`src/rtl/rr_arbiter_4.sv`:
```
// Four-way round-robin arbiter with registered one-hot grant,
// last-winner rotation and an optional hold limit that forces release.
module rr_arbiter_4 #(
    parameter int unsigned MAX_HOLD = 16,
    parameter int unsigned CNT_W    = 5
) (
    input  logic       clk,
    input  logic       rst_n,
    input  logic       en,
    input  logic [3:0] req,
    output logic [3:0] gnt,
    output logic [1:0] gnt_idx,
    output logic       busy,
    output logic       timeout
);

    typedef enum logic {
        S_IDLE  = 1'b0,
        S_GRANT = 1'b1
    } state_t;

    localparam logic [CNT_W-1:0] HOLD_LAST =
        (MAX_HOLD == 0) ? '0 : CNT_W'(MAX_HOLD - 1);
    localparam logic [CNT_W-1:0] CNT_MAX = '1;
    localparam logic HOLD_EN = (MAX_HOLD != 0);

    state_t           state_q, state_d;
    logic [3:0]       gnt_q, gnt_d;
    logic [1:0]       idx_q, idx_d;
    logic [1:0]       ptr_q, ptr_d;
    logic [CNT_W-1:0] cnt_q, cnt_d;
    logic             timeout_q, timeout_d;

    logic [7:0] rot_full;
    logic [3:0] req_rot;
    logic [1:0] off;
    logic [1:0] win;
    logic       req_any;
    logic       start;
    logic       own_req;
    logic       hold_hit;

    // Rotate so bit 0 is the requester just after the last winner.
    always_comb begin
        rot_full = {req, req} >> (ptr_q + 2'd1);
        req_rot  = rot_full[3:0];
        off      = 2'd0;
        priority case (1'b1)
            req_rot[0]: off = 2'd0;
            req_rot[1]: off = 2'd1;
            req_rot[2]: off = 2'd2;
            req_rot[3]: off = 2'd3;
            default:    off = 2'd0;
        endcase
        win = ptr_q + 2'd1 + off;
    end

    assign req_any  = |req;
    assign start    = en && req_any;
    assign own_req  = req[idx_q];
    assign hold_hit = HOLD_EN && (cnt_q == HOLD_LAST);

    always_ff @(posedge clk or negedge rst_n) begin
        if (!rst_n) begin
            state_q <= S_IDLE;
        end else begin
            state_q <= state_d;
        end
    end

    always_comb begin
        state_d = state_q;
        unique case (state_q)
            S_IDLE: begin
                if (start) begin
                    state_d = S_GRANT;
                end
            end
            S_GRANT: begin
                if (!own_req || hold_hit) begin
                    state_d = S_IDLE;
                end
            end
            default: state_d = S_IDLE;
        endcase
    end

    // A dropped request wins over the hold limit, so timeout stays low then.
    always_comb begin
        gnt_d     = gnt_q;
        idx_d     = idx_q;
        ptr_d     = ptr_q;
        cnt_d     = cnt_q;
        timeout_d = 1'b0;
        unique case (state_q)
            S_IDLE: begin
                gnt_d = 4'b0000;
                if (start) begin
                    gnt_d = 4'b0001 << win;
                    idx_d = win;
                    ptr_d = win;
                    cnt_d = '0;
                end
            end
            S_GRANT: begin
                if (!own_req) begin
                    gnt_d = 4'b0000;
                end else if (hold_hit) begin
                    gnt_d     = 4'b0000;
                    timeout_d = 1'b1;
                end else if (cnt_q != CNT_MAX) begin
                    cnt_d = cnt_q + CNT_W'(1);
                end
            end
            default: gnt_d = 4'b0000;
        endcase
    end

    always_ff @(posedge clk or negedge rst_n) begin
        if (!rst_n) begin
            gnt_q     <= 4'b0000;
            idx_q     <= 2'd0;
            ptr_q     <= 2'd3;
            cnt_q     <= '0;
            timeout_q <= 1'b0;
        end else begin
            gnt_q     <= gnt_d;
            idx_q     <= idx_d;
            ptr_q     <= ptr_d;
            cnt_q     <= cnt_d;
            timeout_q <= timeout_d;
        end
    end

    assign gnt     = gnt_q;
    assign gnt_idx = idx_q;
    assign busy    = (state_q == S_GRANT);
    assign timeout = timeout_q;

    a_onehot : assert property (
        @(posedge clk) disable iff (!rst_n) $onehot0(gnt_q));
    a_busy_gnt : assert property (
        @(posedge clk) disable iff (!rst_n) (gnt_q != 4'b0000) == busy);
    a_to_idle : assert property (
        @(posedge clk) disable iff (!rst_n) timeout_q |-> !busy);

endmodule
```
`config.mk`:
```
export PLATFORM = sky130hd
export DESIGN_NAME = rr_arbiter_4
export DESIGN_NICKNAME = d
export VERILOG_FILES = /design/src/rtl/rr_arbiter_4.sv
export SDC_FILE = /design/constraint.sdc
export NUM_CORES = 1
export LEC_CHECK = 0
export ABC_AREA = 0
export CAP_MARGIN = 0
export CORE_AREA = 2 2 45 47
export CTS_BUF_LIST = sky130_fd_sc_hd__clkbuf_4 sky130_fd_sc_hd__clkbuf_8 sky130_fd_sc_hd__clkbuf_16
export CTS_CLUSTER_DIAMETER = 30
export CTS_CLUSTER_SIZE = 10
export DETAILED_ROUTE_END_ITERATION = 8
export DIE_AREA = 0 0 47 49
export GPL_TIMING_DRIVEN = 0
export PLACE_DENSITY = 0.7
export SETUP_SLACK_MARGIN = 0.3
export SYNTH_ARGS = -nofsm -noshare
export SYNTH_HDL_FRONTEND = slang
export SYNTH_SLANG_ARGS = --single-unit
export TNS_END_PERCENT = 10
```
`constraint.sdc`:
```
create_clock -name clk -period 6.2 [get_ports clk]
set_clock_uncertainty 0.05 [all_clocks]
set_input_delay 1.24 -clock clk [delete_from_list [all_inputs] [get_ports clk]]
set_output_delay 1.24 -clock clk [all_outputs]
set_load 0.01 [all_outputs]
```
==> impl_metrics.json <==
{
  "drive_above_1_share_pct": 15.09,
  "hold_path_class": "register to register",
  "ios": 15,
  "final.setup.tns_ns": 0,
  "synth_edf_count": 0,
  "reg2reg_depth": 11,
  "tightest_slew_ns": 0.6677,
  "antenna_found_initial": 0,
  "rsz0062_at_grt": "no",
  "end_kind": "register",
  "drc": 0,
  "track_usage_pct": 15.88,
  "ys_top_cells_by_area": "dfrtp_1 (38%), dfstp_2 (6.1%), ha_1 (5.8%), nor2_1 (5.7%), nand2_1 (4.8%)",
  "grt_pass1_wl_um": 2670,
  "cts_setup_buffers": 0,
  "synth_cell_types": 32,
  "drtIter0Drc": 4,
  "cts_sinks": 15,
  "cts_max_level": 1,
  "root_buffer": "clkbuf_4",
  "ant_nets": 0,
  "min_path_cells": 1,
  "yosys.area.top_type": "dfrtp_1",
  "netlist_instances": 89,
  "overflow": 0,
  "nets": 118,
  "finalNonFillerCells": 133,
  "grt_start_max_net_pins": 16,
  "tritoncts": "built",
  "yosys_warnings": 0,
  "maxCapViolCount": 0,
  "gp_congestion": 0.7263,
  "setup_viol": 0,
  "p_leak_nw": 0.4786,
  "rows": 16,
  "status": "finished, final reports clean",
  "dieArea_mm2": 0.002303,
  "finalHoldViolCount": 0,
  "crit_type": "input pin to register",
  "routed_wl_um": 1613,
  "ys.flop_type": "dfrtp_1",
  "dr.pass1.iters": 4,
  "vias": 682,
  "max_freq_mhz": 300.3,
  "coreArea_mm2": 0.001842,
  "synth_area_um2": 857.1,
  "path_clk_slew_ns": 0.09,
  "syn-num-nets": 100,
  "area_growth_pct": 22.34,
  "path_max_fanout": 6,
  "clk_latency_ns": 0.28,
  "slew_violations": 0,
  "cts_buffers": 3,
  "post-synth-top-area-fraction_pct": 37.96,
  "dp.cells": 129,
  "ys_ff_latch": 15,
  "cp-start-kind": "input pin",
  "avgSynthCellArea_um2": 9.630,
  "initial_core_util_pct": 46.54,
  "synth-async-reset-ratio_pct": 100.0,
  "cts_buffer_depth": 2,
  "fin_crit_ns": 3.330,
  "port_buffers": 13,
  "cts_resized": 0,
  "pwr_density_cell_mw_per_mm2": 417.6,
  "synth-seq-area-share_pct": 44.09,
  "viasPerCell": 5.128,
  "dp.final_hpwl_um": 1213,
  "hold_buffers": 0,
  "crit_required_ns": 6.36,
  "grt_pass1_vias": 618,
  "finalCritPeriodShare_pct": 53.71,
  "arrival_ns": 3.49,
  "irDropWorstVdd_v": 0.0001870,
  "die_y_um": 49,
  "n_antenna_cell": 0,
  "die_x_um": 47,
  "slew_headroom_pct": 55.35,
  "wl_per_cell_um": 12.13
}
==> layout make-up <==
type / instances / area [um^2]
clock inverter: 1 / 5.005
fill: 167 / 793.3
inverter: 5 / 18.77
tap: 27 / 33.78
buffer: 4 / 30.03
timing repair buffer: 13 / 130.1
multi-input combinational: 65 / 430.4
sequential: 15 / 377.9
clock buffer: 3 / 22.52
==> per-stage QoR <==
step	util, %	power, W	cell area [um^2]	setup WS, ns	hold slack (ns)
final	56.93	0.0004379	1049	2.870	0.4474
after global routing	56.93	0.0004739	1049	2.699	0.4647
after CTS	56.93	0.0004417	1049	2.843	0.4519
after detailed placement	55.43	0.0003877	1021	2.561	0.4236
after global placement	55.43	0.0003809	1021	2.620	0.4209
after floorplan	-	0.0003150	857.1	3.316	0.4466
==> metal layers <==
metal,vias up,share of wire [%],track usage (%),wire length (um)
li1,342,-,-,-
met1,330,49,22.71,785
met2,8,47,24.89,766
met3,2,3.3,2.222,53
met4,0,0.50,4.167,8
met5,-,0,0,0
==> cells in the mapped netlist (2+ instances only) <==
master     n
dfrtp_1   13
a31o_2     2
xnor2_1    3
ha_1       4
nand2_1   11
inv_1      4
nor3_1     2
buf_6      2
clkbuf_1   2
o21ai_0    5
and3_1     3
dfstp_2    2
a21oi_1    2
nor2_1    13
o32ai_1    2
mux2_2     2
xor2_1     2
==> logic make-up after synthesis <==
family | after synthesis | share of synthesized area, %
and+or+nand+nor | 36 | 20.00
AOI/OAI and AO/OA | 17 | 14.02
DFF | 15 | 44.09
buffers and inverters | 9 | 5.693
xor gates and xnor gates | 5 | 5.110
adders and majority gates | 4 | 5.840
muxes | 3 | 5.255
==> worst max-delay path, stage by stage <==
cell	delay [ns]
clkdlybuf4s50_1	0.49
nor2b_1	0.18
a21oi_1	0.11
nor2_1	0.05
a211oi_1	0.23
a21oi_1	0.07
ha_1	0.19
xnor2_1	0.13
xnor2_1	0.15
xnor2_1	0.40
mux2_2	0.24
==> registers in the layout (all words and copies together) (netlist names) <==
signal and flops:
cnt_q 5, ptr_q 2, gnt 4, busy 1, timeout 1, gnt_idx 2
==> power breakdown <==
| group | internal [W] | leakage [nW] | switching [W] | total (W) |
|---|---|---|---|---|
| combinational | 0.000110 | 0.266 | 0.000116 | 0.000226 |
| clock | 0.0000239 | 0.0177 | 0.0000309 | 0.0000548 |
| sequential | 0.000131 | 0.195 | 0.0000265 | 0.000157 |
==> path summary, 6_finish.rpt <==
kind / startpoint / endpoint / slack [ns]
max reg2reg: ptr_q[1] / gnt_idx[1] / 3.61
min: gnt[3] / gnt[3] / 0.45
min in group asynchronous: rst_n / cnt_q[0] / 1.31
min reg2reg: gnt[3] / gnt[3] / 0.45
max in group asynchronous: rst_n / gnt_idx[1] / 4.36
max: req[0] / gnt_idx[1] / 2.87
==> cells in the final DEF, fill, tap and decap left out, types with 3 or more instances in the layout <==
| master | synthesis | routed |
|---|---|---|
| xnor2_1 | 3 | 3 |
| nand2_1 | 11 | 11 |
| clkbuf_4 | 0 | 3 |
| inv_1 | 4 | 4 |
| nor2_1 | 13 | 13 |
| clkdlybuf4s50_1 | 0 | 13 |
| and3_1 | 3 | 3 |
| dfrtp_1 | 13 | 13 |
| o21ai_0 | 5 | 5 |
| ha_1 | 4 | 4 |
Note: power is estimated with default switching activity, not from simulation.
